## config.mk

```make
export PLATFORM = sky130hd
export DESIGN_NAME = packet_injector
export DESIGN_NICKNAME = d
export VERILOG_FILES = /design/src/rtl/packet_injector.sv
export SDC_FILE = /design/constraint.sdc
export NUM_CORES = 1
export LEC_CHECK = 0
export CAP_MARGIN = 20
export CORE_ASPECT_RATIO = 2
export CORE_MARGIN = 2
export CORE_UTILIZATION = 54
export DETAILED_ROUTE_END_ITERATION = 7
export GPL_TIMING_DRIVEN = 0
export PLACE_DENSITY_LB_ADDON = 0.3
export REMOVE_ABC_BUFFERS = 1
export SLEW_MARGIN = 20
export SYNTH_ARGS = -nofsm -noshare
export SYNTH_HDL_FRONTEND = slang
export SYNTH_SLANG_ARGS = --single-unit
```

## constraint.sdc

```tcl
create_clock -name clk -period 3.75 [get_ports clk]
set_input_delay 0.75 -clock clk [delete_from_list [all_inputs] [get_ports clk]]
set_output_delay 0.75 -clock clk [all_outputs]
set_load 0.005 [all_outputs]
```

## src/rtl/packet_injector.sv

```systemverilog
`default_nettype none
// ============================================================================
// Module  : packet_injector
// Brief   : Whole-packet to flit serializer with credit-based flow control
//           toward a single downstream router input buffer.
// Revision: 1.0
// ============================================================================
module packet_injector #(
  parameter int FLIT_WIDTH   = 32,
  parameter int PACKET_FLITS = 5,
  parameter int BUFFER_DEPTH = 5
) (
  input  logic                                 clk,
  input  logic                                 reset,
  input  logic                                 pkt_valid,
  output logic                                 pkt_ready,
  input  logic [PACKET_FLITS*FLIT_WIDTH-1:0]   pkt_data,
  output logic [FLIT_WIDTH:0]                  channel_out,
  input  logic                                 credit_in,
  output logic [$clog2(BUFFER_DEPTH+1)-1:0]    credit_count,
  output logic                                 busy,
  output logic                                 credit_overflow
);

  localparam int CW = $clog2(BUFFER_DEPTH + 1);
  localparam int IW = $clog2(PACKET_FLITS);
  localparam int PW = PACKET_FLITS * FLIT_WIDTH;
  localparam logic [CW-1:0] FULL_CREDITS = CW'(BUFFER_DEPTH);
  localparam logic [IW-1:0] LAST_IDX     = IW'(PACKET_FLITS - 1);

  typedef enum logic [0:0] {
    IDLE = 1'b0,
    SEND = 1'b1
  } state_t;

  state_t          state;
  logic [PW-1:0]   pkt_buf;
  logic [IW-1:0]   flit_idx;
  logic            send;

  // Decision is taken on the registered count, so a credit arriving at zero
  // only enables a flit on the following edge.
  assign send      = (state == SEND) && (credit_count != '0);
  assign pkt_ready = (state == IDLE);
  assign busy      = (state == SEND);

  always_ff @(posedge clk) begin
    if (reset) begin
      state           <= IDLE;
      pkt_buf         <= '0;
      flit_idx        <= '0;
      channel_out     <= '0;
      credit_count    <= FULL_CREDITS;
      credit_overflow <= 1'b0;
    end else begin
      channel_out <= '0;

      case (state)
        IDLE: begin
          if (pkt_valid) begin
            pkt_buf  <= pkt_data;
            flit_idx <= '0;
            state    <= SEND;
          end
        end
        SEND: begin
          if (send) begin
            // Head sits in the MSB slice; shifting keeps the next flit on top.
            channel_out <= {1'b1, pkt_buf[PW-1 -: FLIT_WIDTH]};
            pkt_buf     <= pkt_buf << FLIT_WIDTH;
            flit_idx    <= flit_idx + IW'(1);
            if (flit_idx == LAST_IDX) begin
              state <= IDLE;
            end
          end
        end
        default: state <= IDLE;
      endcase

      if (send && !credit_in) begin
        credit_count <= credit_count - CW'(1);
      end else if (!send && credit_in) begin
        if (credit_count == FULL_CREDITS) begin
          credit_overflow <= 1'b1;
        end else begin
          credit_count <= credit_count + CW'(1);
        end
      end
    end
  end

endmodule
`default_nettype wire

```

==> summary.txt, run 1 <==
Cells and area
  • Multi-input logic area: about 4300 um^2
  • # fillers: about 1100
  • Area growth from synthesis to layout: 33.2%
  • Layout cells sized above 1: 0.185
  • Fin nets: 1104
  • Sequential cell area: approximately 4000 um^2
  • Fin util: 0.737

Synthesis
  • Average size of a mapped cell: approximately 11 um^2
  • Synth area leaders: dfxtp_1 46%, a211oi_2 17%, mux2i_1 15%, a21oi_1 7.5%, a22o_1 3.2%
  • Mapped Cells: 779
  • Leading area contributor after synthesis: dfxtp_1
  • EDFF count, synth: 0
  • Seq/Total Area, Yosys: 0.461
  • Synth unique cells: 32
  • Synthesis warning total: 0
  • Yosys reg bits: 201
  • Mapped cell area: 8730 um^2
  • Post-synth top cells: 201 x dfxtp_1, 131 x a21oi_1, 128 x mux2i_1, 120 x a211oi_2, 58 x clkbuf_1
  • Ys flop type: dfxtp_1
  • Top-count cell post-synth: dfxtp_1
  • Post-synth ARST share: 0
  • Synth top area share: 0.461

GRT
  • Largest net degree at the start of global routing: 76
  • First-pass GRT wire length: 34900 um
  • Met3 Use GR: 0.0353
  • Routing usage on met1: 0.294
  • Grt total ovfl: 0
  • Vias in the first global route: 6799
  • Global-route total usage across every layer: 0.251
  • Met2 Use GR: 0.453
  • Layer with the highest usage: met2
  • Antenna violations before repair: 1

Detailed routing
  • Detailed Route Iter0 Violations: 308
  • Pre-Repair DR Iteration Count: 4
  • ANT nets after route: 0
  • DR vias/cell: a little under 6
  • DRC: 0
  • WL/cell: 19.1 um
  • Final WL: approximately 22000 um
  • Routed vias: 6643

Timing
  • Fin crit period: ~3.5 ns
  • Measured slew at the worst slew-check pin: about 0.88 ns
  • Max Fclk: a little under 300 MHz
  • Final setup fails: 0
  • Final hold slack: 0.453 ns
  • Final Hold Vio Count: 0
  • Slew margin rel.: 0.411
  • Count of final max-slew check failures: 0
  • Post-Route Skew: between 0.01 and 0.015 ns
  • Final period util: 0.924
  • RSZ-0062 raised after global routing: false

Outcome
  • Status: completed

Die
  • Die area: about 17000 um^2
  • Core ar.: 15800 um^2
  • Die width: 93.9 um
  • Die Span Y: 184 um
  • Rows: 65
  • Initial Util: 0.553
  • I/O pins: 203

Critical path
  • CP Launch Type: flip-flop
  • Worst Path Max Fanout: 67
  • Flop2flop setup slack: about 0.29 ns
  • Worst EP required: 4.15 ns
  • CP arrival: 3.87 ns
  • Critical Path Sink Type: flip-flop
  • Critical path type: reg -> reg

Power
  • Total power: 0.00520 W
  • Pwr dens: 448 nW/um^2
  • Flop pwr share: 0.460
  • Peak supply drop: 0.431 mV
  • Switching share of total power: 0.249
  • Int Power: approximately 0.004 W
  • Combinational Power Share: 0.162
  • Clock power frac: 0.378
  • Leakage: 4.34 nW
  • Sw Pwr: 0.00130 W

Clock tree
  • Root Driver: clkbuf_16
  • CTS clk-pin slew, worst paths: 0.07 ns
  • Longest Clk Path Bufs: 3
  • # Post-CTS Setup Buffers: 0
  • CTS buffer count: 19
  • Number of gates resized after cts: 0
  • Clk_lat worst skew: 0.49 ns
  • CTS tree: done
  • Post-CTS Hold Fix Bufs: 0
  • Max H-tree Level: 1
  • Num Clock Sinks: 201

Hold path
  • Hold crit path type: reg -> reg

Placed design
  • Port Buffers: 202
  • RePlAce Congestion: 0.753
  • HPWL after DPL: approximately 14000 um

Run
  • Max_cap viols: 0
## worst max-delay path, stage by stage (launching register included)
cell      delay, ns
dfxtp_4        0.72
buf_16         0.33
or4b_4         0.84
buf_16         0.35
and2_4         0.33
buf_16         0.25
buf_16         0.24
a211oi_1       0.23
## power by group through the flow
stage                     clock [W]  combinational, W  sequential (W)
after floorplan                   0          0.000491         0.00244
after global placement            0          0.000856         0.00247
after detailed placement          0          0.000844         0.00244
after CTS                   0.00201          0.000848         0.00239
after global routing        0.00209          0.000906         0.00241
final                       0.00197          0.000841         0.00239
## metal layers
metal / wire length, um / vias to the layer above / part of all wire
met3: 977 / 39 / 0.044
li1: - / 3216 / -
met5: 0 / - / 0
met4: 757 / 0 / 0.034
met1: 8460 / 3211 / 0.39
met2: 11800 / 177 / 0.54
## stage by stage
step | setup TNS (ns) | setup slack [ns] | std cells | instance area (um^2)
after global routing | 0 | 0.0874 | 1150 | 11600
after global placement | -2440.61 | -13.75 | 1101 | 10600
final | 0 | 0.286 | 1150 | 11600
after floorplan | -1408.22 | -8.66 | 698 | 8310
after CTS | 0 | 0.282 | 1149 | 11600
after detailed placement | 0 | 0.286 | 1115 | 11000
## area by class of cell
class,instances,area share
multi-input combinational,487,0.368
sequential,201,0.347
timing repair buffer,216,0.205
clock buffer,28,0.0498
tap,201,0.0216
clock inverter,6,0.00560
inverter,10,0.00323
antenna,1,0.000215
## state kept, by name (all words and copies together), names as in the netlist
register,count
pkt_buf,160
channel_out,33
credit_count,3
flit_idx,3
busy,1
credit_overflow,1
## cells by family after synthesis
logic type / Yosys count / synth area share
multiplexers: 129 / 0.148
AND/OR/NAND/NOR: 50 / 0.0343
flip-flops: 201 / 0.461
AO/OA/AOI/OAI: 302 / 0.296
XOR/XNOR: 1 / 0.00100
buffers and inverters: 91 / 0.0516
adder cells (fa/ha/maj): 5 / 0.00803
## final timing paths
kind / startpoint / end / cells past startpoint
worst max register to register: busy$_SDFF_PP0_ / pkt_buf[148]$_SDFFE_PP0P_ / 7
worst max-delay path: busy$_SDFF_PP0_ / pkt_buf[148]$_SDFFE_PP0P_ / 7
worst min register to register: pkt_buf[143]$_SDFFE_PP0P_ / channel_out[15]$_SDFF_PP0_ / 1
worst min-delay path: pkt_buf[143]$_SDFFE_PP0P_ / channel_out[15]$_SDFF_PP0_ / 1
## cell usage in the layout (no fill, tap or decap), types with 2 or more instances in the layout
master	synthesis	layout
inv_1	10	10
clkinv_2	0	3
a311oi_1	2	2
nor2_4	0	2
a22o_1	32	32
and2_1	34	33
clkbuf_8	0	7
buf_8	0	2
buf_12	0	3
ha_1	4	4
a211oi_2	120	120
mux2i_1	128	128
nor2b_1	2	2
dfxtp_1	201	200
clkbuf_16	0	19
nor2_1	7	5
clkbuf_1	58	2
o21ai_0	2	2
a211oi_1	9	9
clkdlybuf4s50_1	0	201
nand2b_1	2	2
buf_16	0	10
a21oi_1	131	131
(Power assumes the default switching activity.)
==> inputs of run 2 (changes only) <==
- CELL_PAD_IN_SITES_DETAIL_PLACEMENT: default -> 1
- CELL_PAD_IN_SITES_GLOBAL_PLACEMENT: default -> 2
- CORE_UTILIZATION: 54 -> 34
==> run 2 against run 1 <==
Compared with the run above:
- setup slack improved by 0.67 ns
- wire length rose by 9.1%
- final cell count grew 12%
- clock power is 3% higher
- critical path depth down 2
- total power rose by 1.2%
- hold slack gained 0.0036 ns
- first-iteration DRC count fell by 24%
- critical path type unchanged
- critical endpoint is now flit_idx[0]$_SDFFE_PP0P_
- largest cell class unchanged
- largest power group unchanged
==> summary.txt, run 2 (same netlist as run 1, synthesis figures left out) <==
Outcome
  • Status: completed

Timing
  • Crit path setup slack, layout: 0.954 ns (+0.669 ns)
  • Slew margin rel.: 0.424 (+0.0128)
  • Measured slew at the worst slew-check pin: 0.857 ns (-0.0190 ns)
  • Max Fclk: 358 MHz (+24%)
  • RSZ-0062 raised after global routing: false
  • Fin crit period: 2.80 ns (-0.669 ns)
  • Final Hold Vio Count: 0 (unchanged)
  • Final period util: 0.746 (-0.178)
  • Final setup fails: 0 (unchanged)
  • Post-Route Skew: 0.00598 ns (-0.00515 ns)
  • Count of final max-slew check failures: 0 (unchanged)

Clock tree
  • Post-CTS Hold Fix Bufs: 0 (unchanged)
  • Max H-tree Level: 1 (unchanged)
  • Number of gates resized after cts: 0 (unchanged)
  • Longest Clk Path Bufs: 3 (unchanged)
  • Num Clock Sinks: 201 (unchanged)
  • CTS clk-pin slew, worst paths: 0.06 ns (about the same)
  • CTS tree: done
  • CTS buffer count: 21 (+2)
  • Clk_lat worst skew: 0.50 ns (about the same)
  • Root Driver: clkbuf_16
  • # Post-CTS Setup Buffers: 0 (unchanged)

Detailed routing
  • WL/cell: 18.6 um (-2.6%)
  • Pre-Repair DR Iteration Count: 4 (unchanged)
  • DRC: 0 (unchanged)
  • DR vias/cell: 5.19 (-10%)
  • Routed vias: 6680 (+0.56%)
  • ANT nets after route: 0 (unchanged)
  • Final WL: 24000 um (+9.1%)
  • Detailed Route Iter0 Violations: 233 (-24%)

Critical path
  • Critical path's slowest cell: or4b_4
  • Buffers & Inverters on Critical Path: 2 (-2)
  • Critical path type: reg -> reg
  • Kind of cell adding the most delay to the critical path: simple AND/OR/NAND/NOR gates
  • Worst EP required: 4.20 ns (+0.05 ns)
  • CP arrival: 3.24 ns (-0.63 ns)
  • CP Launch Type: flip-flop
  • Crit-path cells: or4b_4, buf_16, a21oi_4, buf_16, mux2_2
  • Top cell by count, worst path: buf_16
  • Slowest stage delay, CP: 0.69 ns (-0.15 ns)
  • Worst Path Max Fanout: 57 (-15%)
  • Critical Path Sink Type: flip-flop

Cells and area
  • Largest register by flop count: pkt_buf
  • Most frequent cells in the layout: 201 x clkdlybuf4s50_1, 200 x dfxtp_1, 131 x a21oi_1, 128 x mux2i_1, 120 x a211oi_2
  • Most common cell after layout, fill and taps aside: clkdlybuf4s50_1
  • Largest registers: pkt_buf: 160 flops, channel_out: 33 flops
  • Largest register FFs: 160 (unchanged)
  • Area growth from synthesis to layout: 35.4%
  • Fin nets: 1106 (+0.18%)
  • Layout cells sized above 1: 0.182 (-0.00297)
  • # fillers: 2716 (+140%)

Power
  • Leakage: 4.35 nW (+0.19%)
  • Peak supply drop: 0.389 mV (-9.7%)
  • Pwr dens: 445 nW/um^2 (-0.49%)
  • Total power: 0.00526 W (+1.2%)

GRT
  • Antenna violations before repair: 1 (unchanged)
  • Grt total ovfl: 0 (unchanged)
  • Global-route total usage across every layer: 0.176 (-0.0750)
  • First-pass GRT wire length: 38100 um (+9.1%)
  • Largest net degree at the start of global routing: 74 (-2.6%)
  • Vias in the first global route: 7300 (+7.4%)

Die
  • Core ar.: 25400 um^2 (+61%)
  • I/O pins: 203 (unchanged)
  • Die Span Y: 231 um (+25%)
  • Die area: 27000 um^2 (+57%)
  • Initial Util: 0.343 (-0.210)
  • Rows: 83 (+28%)
  • Die width: 117 um (+25%)

Placed design
  • HPWL after DPL: 15200 um (+7.2%)
  • RePlAce Congestion: 0.698 (-7.2%)
  • Dpl ws: 0.450 ns (+0.164 ns)
  • Port Buffers: 202 (unchanged)

Run
  • Max_cap viols: 0 (unchanged)

Hold path
  • Hold crit path type: reg -> reg
==> run 2: changes by cell type in the layout (fill, tap and decap cells not counted), moves of 2 or more <==
cell / before / now
clkbuf_1: 2 / 4
clkbuf_16: 19 / 21
buf_16: 10 / 12
clkbuf_8: 7 / 5
==> run 2: stage by stage <==
step	instance area, um^2	hold WS (ns)	instances	util	TNS [ns]
final	11800	0.456	1288	0.465	0
after global routing	11800	0.475	1288	0.465	0
after global placement	10800	0.439	1240	0.423	-2698.97
after floorplan	8310	0.428	698	-	-1408.22
after detailed placement	11200	0.441	1254	0.439	0
after CTS	11800	0.457	1287	0.464	0
==> run 2: metal layers <==
layer / share of wire / GRT usage
met5: 0 / 0
met3: 0.072 / 0.0444
met2: 0.48 / 0.305
met4: 0.020 / 0.0489
met1: 0.43 / 0.211
==> run 2: power by group <==
part / switching, W / internal, W
Clock: 0.000840 / 0.00119
Combinational: 0.000389 / 0.000460
Sequential: 0.0000914 / 0.00230
Total: 0.00132 / 0.00394
==> run 2: cell type report <==
type | instances | area (um^2) | area share
multi-input cells | 487 | 4280 | 0.362
flip-flops and latches | 201 | 4030 | 0.341
repair buffers | 216 | 2400 | 0.203
clock buffers | 30 | 609 | 0.0516
well taps | 340 | 425 | 0.0360
clock inverters | 3 | 40.0 | 0.00339
inverters | 10 | 37.5 | 0.00318
diodes | 1 | 2.50 | 0.000212
==> run 2: worst paths after layout <==
path	from	endpoint	slack (ns)	cells after the start
setup / recovery	busy$_SDFF_PP0_	flit_idx[0]$_SDFFE_PP0P_	0.95	5
hold / removal	pkt_buf[140]$_SDFFE_PP0P_	channel_out[12]$_SDFF_PP0_	0.46	1
setup reg to reg	busy$_SDFF_PP0_	flit_idx[0]$_SDFFE_PP0P_	0.95	5
hold reg to reg	pkt_buf[140]$_SDFFE_PP0P_	channel_out[12]$_SDFF_PP0_	0.46	1
==> run 2: worst reg2reg max path, delay by kind of cell (launching register included) <==
family	cells	cell delay [ns]
compound gates	1	0.71
flops	1	0.68
buf+inv	2	0.48
simple gates	1	0.70
mux	1	0.17
==> inputs of run 3 (changes only) <==
- CORE_UTILIZATION: 34 -> 32
- clock period: 3.75 -> 2.8 ns (I/O delays scaled with it)
==> run 3 against run 2 <==
Compared with the run above:
- sequential share of layout area fell by 0.31 points
- critical path depth rose by 1
- via count rose by 0.54%
- flip-flop and latch count did not move
- global-route usage rose by 0.070 points
- sequential power rose by 33%
- non-clock buffer count rose by 5
- utilization fell by 2.1 points
==> summary.txt, run 3 (same netlist as run 1, synthesis figures left out) <==
Outcome
  • Status: completed

Critical path
  • CP arrival: 2.96 ns (-0.28 ns)
  • Reg2reg start: busy$_SDFF_PP0_
  • Top cell by count, worst path: buf_16
  • R2R depth: 6 (+1)
  • Critical path's slowest cell: or4b_4
  • Terminus of the critical flop-to-flop path: pkt_buf[155]$_SDFFE_PP0P_
  • Crit-path cells: buf_16, or4b_4, buf_16, and2_4, buf_16, a211oi_1
  • Worst Path Max Fanout: 62 (+8.8%)
  • Critical Path Sink Type: flip-flop
  • Slowest stage delay, CP: 0.66 ns (-0.03 ns)
  • Critical path type: reg -> reg
  • CP Launch Type: flip-flop
  • Flop2flop setup slack: 0.25 ns (-0.70 ns)
  • Worst EP required: 3.21 ns (-0.99 ns)

Detailed routing
  • DR vias/cell: 5.16 (-0.54%)
  • Routed vias: 6716 (+0.54%)
  • ANT nets after route: 0 (unchanged)
  • DRC: 0 (unchanged)
  • WL/cell: 19.8 um (+6.5%)
  • Pre-Repair DR Iteration Count: 4 (unchanged)
  • Detailed Route Iter0 Violations: 238 (+2.1%)
  • Final WL: 25800 um (+7.6%)

Timing
  • Final setup fails: 0 (unchanged)
  • Measured slew at the worst slew-check pin: 0.654 ns (-0.204 ns)
  • Post-Route Skew: 0.0155 ns (+0.00948 ns)
  • Count of final max-slew check failures: 0 (unchanged)
  • Final period util: 0.910 (+0.164)
  • Final Hold Vio Count: 0 (unchanged)
  • Final hold slack: 0.451 ns (-0.00555 ns)
  • Max Fclk: 392 MHz (+9.7%)
  • Slew margin rel.: 0.564 (+0.141)
  • Fin crit period: 2.55 ns (-0.248 ns)
  • RSZ-0062 raised after global routing: false

Hold path
  • Hold depth: 1 (unchanged)
  • Hold crit path type: reg -> reg
  • Worst min-delay path endpoint: channel_out[31]$_SDFF_PP0_
  • Hold wc startpoint: pkt_buf[159]$_SDFFE_PP0P_

Clock tree
  • Num Clock Sinks: 201 (unchanged)
  • CTS clk-pin slew, worst paths: 0.07 ns (about the same)
  • Max H-tree Level: 1 (unchanged)
  • Clk_lat worst skew: 0.51 ns (about the same)
  • CTS tree: done
  • CTS buffer count: 21 (unchanged)
  • Root Driver: clkbuf_16
  • Post-CTS Hold Fix Bufs: 0 (unchanged)
  • Longest Clk Path Bufs: 3 (unchanged)

Cells and area
  • Largest register by flop count: pkt_buf
  • Non-Filler Instances: 1302 (+1.1%)
  • Most frequent cells in the layout: 201 x clkdlybuf4s50_1, 200 x dfxtp_1, 131 x a21oi_1, 128 x mux2i_1, 120 x a211oi_2
  • Largest registers: pkt_buf: 160 flops, channel_out: 33 flops
  • Fin nets: 1112 (+0.54%)
  • Most common cell after layout, fill and taps aside: clkdlybuf4s50_1
  • Largest register FFs: 160 (unchanged)
  • Design Area, Final: 11900 um^2 (+0.91%)
  • Layout cells sized above 1: 0.187 (+0.00515)
  • Area growth from synthesis to layout: 36.7%
  • # fillers: 2885 (+6.2%)

Die
  • Core ar.: 26900 um^2 (+5.8%)
  • Rows: 85 (+2.4%)
  • Die area: 28700 um^2 (+6.1%)
  • I/O pins: 203 (unchanged)
  • Initial Util: 0.324 (-0.0187)
  • Die width: 121 um (+3.0%)
  • Die Span Y: 238 um (+3.0%)

Placed design
  • HPWL after DPL: 16600 um (+8.9%)
  • RePlAce Congestion: 0.683 (-2.1%)
  • Port Buffers: 202 (unchanged)
  • Area post-placement: 11200 um^2 (about the same)
  • Placed insts: 1262 (+0.64%)

Power
  • Leakage: 4.39 nW (+1.0%)
  • Pwr dens: 602 nW/um^2 (+35%)
  • Peak supply drop: 0.402 mV (+3.3%)

GRT
  • Grt total ovfl: 0 (unchanged)
  • First-pass GRT wire length: 40100 um (+5.3%)
  • Antenna violations before repair: 1 (unchanged)
  • Largest net degree at the start of global routing: 76 (+2.7%)
  • Global-route total usage across every layer: 0.176 (+0.000697)
  • Vias in the first global route: 7168 (-1.8%)

Run
  • Max_cap viols: 0 (unchanged)
==> run 3: worst max-delay path, delay by kind of cell, from the launching register on <==
family | cells | cell delay (ns)
AO/OA/AOI/OAI | 1 | 0.24
buffers and inverters | 3 | 0.78
flip-flops | 1 | 0.37
AND/OR/NAND/NOR | 2 | 0.97
==> run 3: cell type report <==
cell class | count | area, um^2 | share of cell area
Inverter | 10 | 37.5 | 0.00315
Sequential cell | 201 | 4030 | 0.338
Antenna cell | 1 | 2.50 | 0.000210
Multi-Input combinational cell | 488 | 4290 | 0.360
Timing Repair Buffer | 221 | 2470 | 0.207
Clock buffer | 30 | 599 | 0.0502
Tap cell | 348 | 435 | 0.0365
Clock inverter | 3 | 65.1 | 0.00545
==> run 3: what timing repair did <==
item / in CTS / in global routing
resized for setup: 0 / 1
setup endpoints to repair: 164 / 1
buffers inserted: 5 / 0
pin swaps: 2 / 0
gates cloned: 1 / 0
==> run 3: how the worst max path moves through the flow <==
stage | from | endpoint | slack, ns
after floorplan | busy$_SDFF_PP0_ | pkt_buf[148]$_SDFFE_PP0P_ | -9.61
after global placement | busy$_SDFF_PP0_ | pkt_buf[151]$_SDFFE_PP0P_ | -16.05
after detailed placement | busy$_SDFF_PP0_ | pkt_buf[26]$_SDFFE_PP0P_ | -0.39
after CTS | credit_count[0]$_SDFFE_PP1P_ | credit_count[1]$_SDFFE_PP0P_ | 0.009
after global routing | busy$_SDFF_PP0_ | pkt_buf[155]$_SDFFE_PP0P_ | 0.14
final | busy$_SDFF_PP0_ | pkt_buf[155]$_SDFFE_PP0P_ | 0.25
==> run 3: report_power, final <==
group	switching, W	total [W]	internal, W
Combinational	0.000545	0.00117	0.000628
Clock	0.00116	0.00282	0.00166
Sequential	0.000113	0.00319	0.00308
==> run 3: metal layers <==
metal	track usage	wire length [um]
met3	0.0226	894
met2	0.344	14500
met5	0	0
met1	0.194	9920
met4	0.0514	506
==> run 3: stage by stage <==
step	utilization	setup slack [ns]	TNS [ns]	total power, W
after floorplan	-	-9.61	-1600.69	0.00393
after global placement	0.400	-16.05	-2927.73	0.00451
after detailed placement	0.415	-0.391	-43.60	0.00442
after CTS	0.443	0.00871	0	0.00730
after global routing	0.443	0.135	0	0.00751
final	0.443	0.252	0	0.00718
